$ cat src/rtl/vga_timing.sv
// Free-running VGA raster timing generator (800x600@60 by default).
// Define VGA_TIMING_FRAME_CNT_EN to add the 16-bit frame_cnt output.
module vga_timing #(
    parameter int H_ACTIVE = 800,
    parameter int H_FP     = 40,
    parameter int H_SYNC   = 128,
    parameter int H_BP     = 88,
    parameter int V_ACTIVE = 600,
    parameter int V_FP     = 1,
    parameter int V_SYNC   = 4,
    parameter int V_BP     = 23,
    parameter int SYNC_POS = 1
) (
    input  logic        clk,
    input  logic        rst,
    input  logic        ce,
    output logic [10:0] vcount,
    output logic        vsync,
    output logic        vblnk,
    output logic [10:0] hcount,
    output logic        hsync,
    output logic        hblnk,
`ifdef VGA_TIMING_FRAME_CNT_EN
    output logic [15:0] frame_cnt,
`endif
    output logic        frame_start
);

    localparam int H_TOT = H_ACTIVE + H_FP + H_SYNC + H_BP;
    localparam int V_TOT = V_ACTIVE + V_FP + V_SYNC + V_BP;

    if (H_TOT > 2048 || V_TOT > 2048) begin : g_width_check
        $fatal(1, "vga_timing: H_TOT/V_TOT exceed 11-bit counters");
    end

    localparam logic [10:0] H_LAST = 11'(H_TOT - 1);
    localparam logic [10:0] V_LAST = 11'(V_TOT - 1);
    localparam logic [10:0] H_VIS  = 11'(H_ACTIVE);
    localparam logic [10:0] V_VIS  = 11'(V_ACTIVE);
    localparam logic [10:0] HS_BEG = 11'(H_ACTIVE + H_FP);
    localparam logic [10:0] HS_END = 11'(H_ACTIVE + H_FP + H_SYNC);
    localparam logic [10:0] VS_BEG = 11'(V_ACTIVE + V_FP);
    localparam logic [10:0] VS_END = 11'(V_ACTIVE + V_FP + V_SYNC);
    localparam logic        S_ON   = (SYNC_POS != 0);

    logic [10:0] h_next;
    logic [10:0] v_next;
    logic        h_wrap;
    logic        hs_act;
    logic        vs_act;
    logic        wrap_00;

    // Flags derive from next counts so they register alongside them.
    always_comb begin
        h_wrap  = (hcount == H_LAST);
        h_next  = h_wrap ? 11'd0 : hcount + 11'd1;
        v_next  = vcount;
        if (h_wrap) begin
            v_next = (vcount == V_LAST) ? 11'd0 : vcount + 11'd1;
        end
        hs_act  = (h_next >= HS_BEG) && (h_next < HS_END);
        vs_act  = (v_next >= VS_BEG) && (v_next < VS_END);
        wrap_00 = (h_next == 11'd0) && (v_next == 11'd0);
    end

    always_ff @(posedge clk) begin
        if (!rst) begin
            hcount      <= '0;
            vcount      <= '0;
            hblnk       <= 1'b0;
            vblnk       <= 1'b0;
            hsync       <= ~S_ON;
            vsync       <= ~S_ON;
            frame_start <= 1'b0;
        end else if (ce) begin
            hcount      <= h_next;
            vcount      <= v_next;
            hblnk       <= (h_next >= H_VIS);
            vblnk       <= (v_next >= V_VIS);
            hsync       <= hs_act ? S_ON : ~S_ON;
            vsync       <= vs_act ? S_ON : ~S_ON;
            frame_start <= wrap_00;
        end else begin
            frame_start <= 1'b0;
        end
    end

`ifdef VGA_TIMING_FRAME_CNT_EN
    always_ff @(posedge clk) begin
        if (!rst) begin
            frame_cnt <= '0;
        end else if (ce && wrap_00) begin
            frame_cnt <= frame_cnt + 16'd1;
        end
    end
`endif

endmodule

$ cat config.mk
export PLATFORM = sky130hd
export DESIGN_NAME = vga_timing
export DESIGN_NICKNAME = d
export VERILOG_FILES = /design/src/rtl/vga_timing.sv
export SDC_FILE = /design/constraint.sdc
export NUM_CORES = 1
export LEC_CHECK = 0
export BUFFER_PORTS_ARGS = -buffer_cell sky130_fd_sc_hd__buf_2
export CAP_MARGIN = 20
export CORE_UTILIZATION = 50
export CTS_CLUSTER_DIAMETER = 150
export DETAILED_ROUTE_END_ITERATION = 7
export GPL_TIMING_DRIVEN = 0
export PLACE_DENSITY = 0.72
export SYNTH_ARGS = -nofsm -noshare
export SYNTH_HDL_FRONTEND = slang
export SYNTH_SLANG_ARGS = --single-unit
$ cat constraint.sdc
create_clock -name clk -period 4.8 [get_ports clk]
set_clock_uncertainty 0.2 [all_clocks]
set_input_delay 0 -clock clk [delete_from_list [all_inputs] [get_ports clk]]
set_output_delay 0 -clock clk [all_outputs]
set_load 0.05 [all_outputs]
Word-level counts from Yosys, hierarchy flattened --
Index checks and enable logic that the tools add are counted.
Storage, ports and cells: flip-flop bits (word level) 27, logic and storage cells 28, output and inout port bits 27, input bits 3
Operators by class: reductions and logical operators 6, $lt $le $gt $ge 6, eq/ne operators 2, $add $sub $neg 2, multiplexer cells 5
Operator list (number):
- 11-bit by 10-bit >= comparator with 1-bit output, second input constant | 4
- 11-bit 2-to-1 mux | 3
- 11-bit by 1-bit adder with 11-bit output, second input constant | 2
- 11-bit logical NOT | 2
- 11-bit by 10-bit < comparator with 1-bit output, second input constant | 2
- 11-bit by 10-bit == test with 1-bit output, second input constant | 1
- 11-bit == test, second input constant | 1
- 1-bit logical AND | 3
- 1-bit 2-to-1 mux | 2
- 2-bit AND reduction | 1

Logic depth before layout (Yosys ltp) --
Gate-level depths: netlist (run 1).
depth after elaboration 6, mapped depth 9

Worst setup path before layout (run 1) --
Ideal clock, no wire load.
kind register -> register, start reg hcount[0], end reg frame_start, clock period less this slack 3043 ps, slack 1757 ps, data arrival time 2782 ps, stages on the path, launching flop included 9, data required time 4539 ps, cell sequence dfxtp_1 ha_1 clkbuf_1 nand4_2 or3_4 o31ai_4 o211ai_2 a2111oi_2 and4_1
On the way: longest elaborated chain between the ends 4, elaborated cells on any way between the ends 7, those cells by class 1 x add/sub; 1 x eq/ne; 2 x mux; 3 x reduce/logical
Ends and longest elaborated chain:
- start, declared | RTL line 20 | output logic [10:0] hcount,
- start signal, assigned | RTL line 76 | hcount <= h_next;
- 11-bit by 1-bit adder with 11-bit output or 11-bit == test (tied branches) | RTL line 56, 55
- 11-bit 2-to-1 mux, on equally long branches | RTL line 56, 58
- 11-bit logical NOT | RTL line 63 | wrap_00 = (h_next == 11'd0) && (v_next == 11'd0);
- 1-bit logical AND * | RTL line 63
- end signal, assigned | RTL line 82 | frame_start <= wrap_00;
- end, declared | RTL line 26 | output logic frame_start
Mark *: on every way between the ends. The rest lies on a longest branch, timed or not. A chain may end at the register's enable or synchronous reset.

Worst setup path after layout (run 1) --
start reg hcount[0], end reg vsync
On the way: longest elaborated chain between the ends 5, elaborated cells on any way between the ends 6, those cells by class 2 x order compare; 1 x eq/ne; 2 x mux; 1 x reduce/logical
Ends and longest elaborated chain:
- 11-bit == test * | RTL line 55 | h_wrap = (hcount == H_LAST);
- 11-bit 2-to-1 mux * | RTL line 58 | if (h_wrap) begin
- 11-bit by 10-bit >= comparator with 1-bit output or 11-bit by 10-bit < comparator with 1-bit output (tied branches) | RTL line 62 | vs_act = (v_next >= VS_BEG) && (v_next < VS_END);
- 1-bit logical AND * | RTL line 62
- 1-bit 2-to-1 mux * | RTL line 81 | vsync <= vs_act ? S_ON : ~S_ON;
- end signal, assigned | RTL line 73 | vsync <= ~S_ON;
- end signal, assigned | RTL line 81
- end, declared | RTL line 18 | output logic vsync,
Marks and branches as above.

==> impl.org, run 1 <==
** Run status
- The flow ran to the end, and the final reports show no timing, DRC or antenna violations.

** CTS
- In this run, CTS created clock tree buffers numbering 3.
- Number of clock sinks seen by CTS :: 27
- TritonCTS clock tree :: built
- Clock tree synthesis selected as its root buffer the cell sky130_fd_sc_hd__clkbuf_8.
- Clock-pin slew was measured on the worst setup and hold paths at around 0.10 ns.
- CTS H-tree lvls :: 1
- The later pin in the worst-skew pair is clocked with a latency of between 0.2 and 0.3 ns.
- The number of setup buffers added after CTS is 0.
- After clock tree synthesis, the repair step resized 0 gates.
- The clock passes through at most 2 buffers.

** Pwr
- Summed over all nets, the switching power comes to 0.000122 W.
- The worst-case IR drop observed on VDD is 140 uV.
- Switching Share :: 28.7%
- In this run, the combinational gates consume 12.8% of the power.
- Power density cells :: just under 200 mW/mm2
- In this run, flip-flops and latches consume roughly 55% of the power.
- The internal power of the cells totals roughly 0.00030 W.
- Leakage power :: roughly 0.86 nW
- Clk pwr share :: approximately a third

** Global routing
- For this run, the total global-route usage over all layers was measured as about a quarter.
- First-pass GRT wire length :: 8020 um
- The number of global-route vias before repair was around 1,600.
- Initial antenna violation count :: 0
- For this run the aggregate overflow at the end of global routing stands at 0.
- GR Layer Usage met3 :: under 10%
- For met2 alone, demand over resource in global routing was a little under two fifths.
- The global routing stage identified its most utilized layer as met2.
- Entering global routing, the biggest net connects 17 pins.
- Global routing met1 resource utilization :: 35.5%

** Logic synthesis
- The synthesized netlist devotes between 30% and 40% of its cell area to simple gates.
- Summing the areas of all fa, ha and maj instances in the mapped netlist gives 1.98% of the synthesized area.
- Post-synthesis share of cell area spent on xor and xnor gates :: 9.23%
- Among all flip-flop cells after synthesis, the most frequent one is sky130_fd_sc_hd__dfxtp_1.
- The Yosys step of the flow raised 0 warnings.
- Most repeated cell in the gate-level netlist after synthesis :: sky130_fd_sc_hd__dfxtp_1
- Counting flops with an async set or reset pin after synthesis yields a share of 0%.
- Number of instances in the synthesized netlist :: ~230
- Combinational family with the most area after synthesis :: simple AND/OR/NAND/NOR gates
- Average cell area after synthesis :: about 8.3 um2
- Net count after synthesis :: approximately 230
- Area of the mapped netlist :: between 0.0015 and 0.002 mm2
- Count of distinct cell types in the synthesized netlist :: 55
- The commonest cells after synthesis are sky130_fd_sc_hd__dfxtp_1, sky130_fd_sc_hd__nor2_1, sky130_fd_sc_hd__clkbuf_1.
- The portion of synthesized area spent on multiplexers is 2.83%.
- Sequential element share of the synthesized area :: about 28%
- Main area contributors after synthesis :: sky130_fd_sc_hd__dfxtp_1, sky130_fd_sc_hd__xnor2_1, sky130_fd_sc_hd__nor2_1
- Summing the areas of all compound-gate instances in the mapped netlist gives between 10% and 20% of the synthesized area.
- EDFF count, synth :: 0
- Share of the synthesized area in the top cell type :: between 20 and 30%
- Library cell occupying the most area in the post-synthesis netlist :: sky130_fd_sc_hd__dfxtp_1
- Counting flops and latches in the post-synthesis netlist gives 27.

** Detailed routing
- Across all layers, the routed design uses 1,805 vias.
- The pre-antenna-repair detailed-routing pass consisted of 4 iterations.
- Via density :: 5.84
- In the final routed layout, each cell accounts on average for approximately 15 um.
- After detailed routing, the number of remaining DRC violations is 0.
- After detailed routing, the total wire length is approximately 4700 um.
- Post-route antenna net violation count :: 0
- After the first detailed-routing iteration, the DRC count stood at around 150.

** Worst setup path
- STA classifies the critical path endpoint as a flip-flop.
- RR Endpoint :: vsync
- The worst setup path is launched from a flip-flop.
- Stages on worst setup path :: 9
- The slowest stage of the critical path belongs to the cell sky130_fd_sc_hd__nor3_4.
- Delay of the slowest cell on the worst path :: 0.50 ns
- CP Data Arrival Time :: just over 3 ns
- The critical path contains buffers and inverters numbering 2 combined.
- The signal on the critical path passes through ha_1, clkbuf_1, nand4_2, nor3_4, buf_4, nand3_1, o21ai_0, xnor2_1, o41ai_2.
- Category of the critical setup timing path :: reg -> reg
- Required time worst endpoint :: about 4.8 ns
- Along the worst path, the maximum fanout reaches 10.
- For flop-to-flop paths, the worst setup slack is ~1.7 ns.
- Counting cells, the worst reg-to-reg path comes to 9.
- The critical path ends at vsync.
- In this run the critical register-to-register path is launched from hcount[0].
- Source of the critical timing path :: hcount[0]
- Critical path's top delay family :: simple AND/OR/NAND/NOR gates

** STA
- Timing would allow up to roughly 330 MHz.
- Setup repair after global routing left no endpoint under its margin.
- Worst max-slew margin expressed relative to the limit :: between 50% and 60%
- Pin slew with the least headroom to its limit :: just over 0.6 ns
- Adding up every negative setup slack in the final design gives 0 ns.
- Count of endpoints failing setup in the final report :: 0
- After layout, the minimum clock period comes to 3.07 ns.
- Hold Violations, Final :: 0
- The number of max-slew violations in the final report was 0.
- After layout, the worst path uses a little under two thirds of the clock period.

** Placed design
- Post-Place Cells :: 304
- Once detailed placement completed, the half-perimeter wirelength came to roughly 3400 um.
- Routability congestion estimate :: 0.885
- Input and output buffers added on the ports amount to 28.

** Cells and area
- Number of nets at the end of the flow :: 268
- Core utilization of the finished layout :: ~60%
- Relative to the synthesized area, the layout overhead comes to 13.6%.
- Diode insertion count for antenna repair :: 0
- Fin cells :: approximately 310
- Of the cells placed in the final design, the portion with a size suffix greater than 1 is about a fifth.

** Die
- Pin placement for this block handled 30 I/O pins.
- Core region area :: about 0.0037 mm2
- Total number of placement rows :: 22
- Width of the die :: around 64 um
- The floorplan step defined a die boundary enclosing ~0.0040 mm2.
- Overall die height :: approximately 64 um
- For this configuration, the core starts out at a cell density of about half.

** Run
- Max-cap check violation count :: 0

** Min path
- The tightest min-delay check is of the in -> reg type.
## cells in the final DEF, fill, tap and decap left out, types with 2 or more instances in the layout
master and n:
sky130_fd_sc_hd__o211ai_1 2, sky130_fd_sc_hd__nor4_1 3, sky130_fd_sc_hd__clkbuf_8 3, sky130_fd_sc_hd__o21ai_0 3
sky130_fd_sc_hd__and3_1 8, sky130_fd_sc_hd__clkbuf_1 14, sky130_fd_sc_hd__ha_1 3, sky130_fd_sc_hd__nand2_1 13
sky130_fd_sc_hd__inv_1 5, sky130_fd_sc_hd__buf_2 29, sky130_fd_sc_hd__nor4_4 2, sky130_fd_sc_hd__nor3_1 8
sky130_fd_sc_hd__a31oi_1 5, sky130_fd_sc_hd__nand4b_1 4, sky130_fd_sc_hd__nand4_1 5, sky130_fd_sc_hd__o21ai_1 7
sky130_fd_sc_hd__and2_1 3, sky130_fd_sc_hd__buf_6 2, sky130_fd_sc_hd__mux2i_1 4, sky130_fd_sc_hd__a21oi_1 9
sky130_fd_sc_hd__a32oi_1 2, sky130_fd_sc_hd__nor2_1 26, sky130_fd_sc_hd__o21a_1 2, sky130_fd_sc_hd__nand2b_1 2
sky130_fd_sc_hd__a211oi_1 6, sky130_fd_sc_hd__or4bb_1 2, sky130_fd_sc_hd__xnor2_1 13, sky130_fd_sc_hd__nand3_1 10
sky130_fd_sc_hd__dfxtp_1 27, sky130_fd_sc_hd__and4_1 4, sky130_fd_sc_hd__xor2_1 7, sky130_fd_sc_hd__o41ai_2 2
## state kept, by name (all words and copies together), names as in the netlist
register / cells
hcount: 11
vcount: 11
hblnk: 1
vsync: 1
frame_start: 1
vblnk: 1
hsync: 1
## power by group through the flow
stage / Clock (W) / Sequential, W / Combinational [W]
2_1_floorplan: 0 / 0.000254 / 0.0000247
3_3_place_gp: 0 / 0.000240 / 0.0000534
3_5_place_dp: 0 / 0.000240 / 0.0000533
4_1_cts: 0.000141 / 0.000235 / 0.0000540
5_1_grt: 0.000149 / 0.000236 / 0.0000578
6_report: 0.000136 / 0.000235 / 0.0000542
## tightest hold or removal path: stages
cell	delay, ns
sky130_fd_sc_hd__clkbuf_1	0.17
sky130_fd_sc_hd__nand2_1	0.14
sky130_fd_sc_hd__a21oi_1	0.07
sky130_fd_sc_hd__nor2_1	0.08
## layer usage
metal	vias up	part of all wire, %
met4	0	1.8
met2	48	46
li1	918	-
met1	831	48
met5	-	0
met3	8	4.3
## logic make-up (layout without fill, tap and decap cells)
family / after synthesis / after routing
multiplexers: 5 / 5
adder cells (fa/ha/maj): 3 / 3
buffers and inverters: 23 / 56
XOR/XNOR: 20 / 20
AO/OA/AOI/OAI: 49 / 49
flip-flops: 27 / 27
AND/OR/NAND/NOR: 101 / 101
## how the worst min path moves through the flow
stage	startpoint	end	slack, ns	cells past startpoint
2_1_floorplan	rst	hcount[8]	-0.08	1
3_3_place_gp	rst	hblnk	0.15	3
3_5_place_dp	rst	hblnk	0.16	3
4_1_cts	ce	hcount[5]	0.008	4
5_1_grt	ce	hcount[5]	0.06	4
6_report	ce	hcount[5]	0.01	4
## through the flow
step | power (W) | hold slack, ns | area [um2] | setup slack, ns
after CTS | 0.000430 | 0.00837 | 2160 | 1.75
after detailed placement | 0.000293 | 0.156 | 2100 | 1.77
after floorplan | 0.000279 | -0.0783 | 1900 | 1.76
final | 0.000425 | 0.0115 | 2160 | 1.73
after global placement | 0.000293 | 0.148 | 2100 | 1.79
after global routing | 0.000443 | 0.0553 | 2160 | 1.47
## final cells by class
type                    count  area [um2]
plain buffers              18        87.6
clock buffers               3        41.3
clock inverters             1        7.51
fillers                   370        1500
inverters                   5        18.8
multi-input cells         178        1250
flip-flops and latches     27         541
well taps                  48        60.1
repair buffers             29         150
## timing repair
action | 4_1_cts | 5_1_grt
hold endpoints to repair | 6 | 0
hold buffers | 1 | 0
endpoints found under the setup margin | 0 | 0
Note: power is estimated with default switching activity, not from simulation.
==> inputs of run 2 (changes only) <==
ABC_AREA = 1   (was default)
PLACE_DENSITY = 0.75   (was 0.72)
clock period = 2.8 ns   (was 4.8 ns; I/O delays follow)
==> run 2 against run 1 <==
Net effect:
- area after synthesis decreased by 0.26%
- die area decreased by 0.25%
- combinational power increased to 4.7 times the previous value
- critical endpoint is now frame_start
- global-route usage increased by 1.9 points
- register-to-register slack got worse by 1.3 ns
- non-clock buffer count decreased by 10
- hold slack improved by 0.26 ns
- sequential power increased by 88%
- wire length increased by 7.4%
- critical path type unchanged
- largest power group unchanged
==> impl.org, run 2 <==
** Run status
- Run status :: finished, final reports clean (unchanged)

** Global routing
- GR Util All Layers :: 26.9% (was 25.0%)
- Initial antenna violation count :: 0 (unchanged)
- Total gr overflow :: 0 (unchanged)
- The number of global-route vias before repair is 1,892 (was 1,634).
- First-pass GRT wire length :: 8630 um (was 8020 um)
- Pin count of the biggest net entering global routing :: 16 (was 17)

** Cells and area
- Fin cells :: 384 (was 309)
- The net count of the finished layout came to 345 (was 268).
- The growth of design area from synthesis to finish was 14.2% (was 13.6%).
- The antenna diode count came to 0 (unchanged).
- Commonest non-fill, non-tap cell in the layout :: sky130_fd_sc_hd__nand2_1 (was sky130_fd_sc_hd__buf_2)
- Registers with the most flip-flops: hcount (11), vcount (11) (unchanged).
- The fraction of layout cells with a size suffix above 1 was 18.3% (was 18.8%).
- The final standard cell utilization of the core is 62.3% (was 58.9%).
- Commonest non-fill, non-tap cells in the layout: sky130_fd_sc_hd__nand2_1, sky130_fd_sc_hd__inv_1, sky130_fd_sc_hd__buf_2 (was sky130_fd_sc_hd__buf_2, sky130_fd_sc_hd__dfxtp_1, sky130_fd_sc_hd__nor2_1).
- The post-layout instance area came to 0.00216 mm2 (about the same).

** Worst setup path
- Worst reg2reg startpoint :: hcount[0] (unchanged)
- The number of buffers and inverters on the critical path is 0 (was 2).
- Category of the critical setup timing path :: reg -> reg (unchanged)
- CP Data Arrival Time :: 2.43 ns (was 3.06 ns)
- Worst path slowest cell :: sky130_fd_sc_hd__dfxtp_1 (was sky130_fd_sc_hd__nor3_4)
- CP Cell Sequence: ha_1, nand2_2, nor2_4, nand2_2, nor2_4, o21ai_1, nor2_1, nand2_1, nor3_2, nand3_1, nor2_1 (was ha_1, clkbuf_1, nand4_2, nor3_4, buf_4, nand3_1, o21ai_0, xnor2_1, o41ai_2).
- The type of element capturing the critical path is a flip-flop (unchanged).
- The critical-path maximum fanout was 9 (was 10).
- Source of the critical timing path :: hcount[0] (unchanged)
- The gate family responsible for the most delay along the worst path was simple AND/OR/NAND/NOR gates (unchanged).
- The category of the worst setup path launch point is a flip-flop (unchanged).
- The required time of the critical path is 2.82 ns (was 4.79 ns).
- The largest stage delay on the critical path was 0.50 ns (about the same).

** Logic synthesis
- The post-synthesis average cell area came to 6.25 um2 (was 8.32 um2).
- Main area contributors after synthesis :: sky130_fd_sc_hd__dfxtp_1, sky130_fd_sc_hd__nand2_1, sky130_fd_sc_hd__inv_1 (was sky130_fd_sc_hd__dfxtp_1, sky130_fd_sc_hd__xnor2_1, sky130_fd_sc_hd__nor2_1)
- EDFF count, synth :: 0 (unchanged)
- The part of the Yosys area used for sequential elements was 28.6% (was 28.5%).
- Library cell occupying the most area in the post-synthesis netlist :: sky130_fd_sc_hd__dfxtp_1 (unchanged)
- Number of instances in the synthesized netlist :: 303 (was 228)
- The count of distinct cell types in the synthesized netlist was 32 (was 55).
- The most used flip-flop cell after synthesis was sky130_fd_sc_hd__dfxtp_1 (unchanged).
- Flip-flop and latch count after synthesis :: 27 (unchanged)
- The proportion of synthesized flip-flops having asynchronous set or reset is 0% (unchanged).
- Area of the mapped netlist :: 0.00189 mm2 (was 0.00190 mm2)
- The number of warning messages in the yosys log is 0 (unchanged).
- Most frequent cells after synthesis :: sky130_fd_sc_hd__nand2_1, sky130_fd_sc_hd__inv_1, sky130_fd_sc_hd__dfxtp_1 (was sky130_fd_sc_hd__dfxtp_1, sky130_fd_sc_hd__nor2_1, sky130_fd_sc_hd__clkbuf_1)
- The post-synth net total was 309 (was 234).
- The most numerous cell in the Yosys netlist was sky130_fd_sc_hd__nand2_1 (was sky130_fd_sc_hd__dfxtp_1).
- Share of the synthesized area in the top cell type :: 28.6% (was 28.5%)

** CTS
- Post-CTS setup-driven buffer insertion count :: 0 (unchanged)
- Number of gates resized after CTS :: 0 (unchanged)
- CTS H-tree lvls :: 1 (unchanged)
- The hold buffer count at cts is 2 (was 1).
- Latest clock arrival within the worst-skew pair :: 0.27 ns (was 0.28 ns)
- TritonCTS clock tree :: built (unchanged)
- TritonCTS buffer count :: 3 (unchanged)
- The clock-pin slew reported for the worst setup and hold paths after clock tree synthesis came to 0.10 ns (about the same).
- The number of clock sinks is 27 (unchanged).
- Buffer levels on the longest clock path :: 2 (unchanged)
- The root buffer cell was sky130_fd_sc_hd__clkbuf_8 (unchanged).

** STA
- The number of max-slew violations in the final report was 0 (unchanged).
- Worst max-slew margin expressed relative to the limit :: 61.4% (was 58.9%)
- The part of the cycle the worst path needs was 86.1% (was 63.9%).
- Hold Violations, Final :: 0 (unchanged)
- Pin slew with the least headroom to its limit :: 0.578 ns (was 0.616 ns)
- Unrepaired setup endpoints after global routing: false (unchanged).
- The count of final setup violators is 0 (unchanged).
- Minimum period implied by the final worst setup slack :: 2.41 ns (was 3.07 ns)
- The sum of negative setup slack is 0 ns (unchanged).
- The maximum clock rate was 415 MHz (was 326 MHz).

** Die
- The vertical die dimension was 63.5 um (was 63.6 um).
- The site row count is 21 (was 22).
- Core region area :: 0.00347 mm2 (was 0.00366 mm2)
- The area of the die came to 0.00404 mm2 (was 0.00405 mm2).
- Starting density of the core :: 54.6% (was 51.8%)
- The die span in x came to 63.5 um (was 63.6 um).
- Io pins :: 30 (unchanged)

** Detailed routing
- The total vias in the final route was 2,040 (was 1,805).
- The antenna violation net count after detailed routing is 0 (unchanged).
- Total wire length :: 5000 um (was 4650 um)
- The wire length per cell after detailed routing came to 13.0 um (was 15.1 um).
- The first-pass iteration count of the detailed router is 4 (unchanged).
- The violation count after the first detailed-route iteration came to 194 (was 153).
- DRC viols :: 0 (unchanged)
- The number of vias per cell came to 5.31 (was 5.84).

** Run
- The number of maximum-capacitance constraint violations came to 0 (unchanged).

** Placed design
- The cell count after placement came to 378 (was 304).
- Post-place instance area :: 0.00210 mm2 (about the same)
- Final HPWL DP :: 3790 um (was 3390 um)
- The final weighted congestion of routability-driven global placement was 0.886 (was 0.885).
- The number of buffers added on ports was 29 (was 28).

** Pwr
- Power density cells :: 426 mW/mm2 (was 197 mW/mm2)
- The largest vdd supply drop was 226 uV (was 140 uV).
- The standby leakage power is 1.10 nW (was 0.862 nW).
- Design Power :: 0.000921 W (was 0.000425 W)

** Min path
- The class of the most critical hold timing path was reg -> reg (was in -> reg).
- Min-delay src :: vsync (was ce)
==> run 2: changes by cell type in the layout (fill, tap and decap cells not counted), sizes merged, moves of 8 or more <==
cell | before | now
nor2 | 26 | 35
o21ai | 10 | 27
a21oi | 9 | 24
and3 | 8 | 0
clkbuf | 17 | 7
xnor2 | 13 | 2
nand2 | 13 | 80
nand3 | 10 | 23
inv | 5 | 45
==> run 2: path summary, 6_finish.rpt <==
| check | endpoint | slack (ns) | depth (start not counted) |
|---|---|---|---|
| worst max-delay path | frame_start | 0.39 | 11 |
| worst min-delay path | vsync | 0.27 | 2 |
| worst max register to register | frame_start | 0.39 | 11 |
| worst min register to register | vsync | 0.27 | 2 |
==> run 2: stage by stage <==
| step | hold slack, ns | setup slack, ns |
|---|---|---|
| 2_1_floorplan | -0.0616 | 0.336 |
| 3_3_place_gp | 0.128 | 0.453 |
| 3_5_place_dp | 0.127 | 0.447 |
| 4_1_cts | 0.268 | 0.417 |
| 5_1_grt | 0.318 | 0.167 |
| 6_report | 0.267 | 0.390 |
==> run 2: metal layers <==
| layer | track usage [%] | wire [um] |
|---|---|---|
| met1 | 33.1 | 2290 |
| met2 | 45.7 | 2340 |
| met3 | 3.80 | 216 |
| met4 | 12.5 | 148 |
| met5 | 0 | 0 |
==> run 2: kinds of logic (layout without fill, tap and decap cells) <==
group	after synthesis	after routing	synth area share (%)
xor gates and xnor gates	8	8	3.70
and+or+nand+nor	155	155	38.7
DFF	27	27	28.6
buffers and inverters	53	88	10.6
adders and majority gates	3	3	1.98
AOI/OAI and AO/OA	57	57	16.4
==> run 2: power breakdown <==
part / internal (W) / switching [W] / leakage (nW)
combinational: 0.0000669 / 0.000190 / 0.850
clock: 0.0000997 / 0.000122 / 0.0255
sequential: 0.000408 / 0.0000343 / 0.223
==> run 2: area by class of cell <==
class                   count  area [um2]
multi-input cells         223        1150
repair buffers             31         165
flip-flops and latches     27         541
inverters                  47         178
plain buffers               6        23.8
well taps                  46        57.6
clock inverters             1        5.00
clock buffers               3        41.3
fillers                   365        1310
==> run 2: worst register-to-register path, delay by kind of cell, from the launching register on <==
kind	cells	cell delay (ns)
simple gates	9	1.28
fa+ha+maj	1	0.26
compound gates	1	0.13
flops	1	0.50
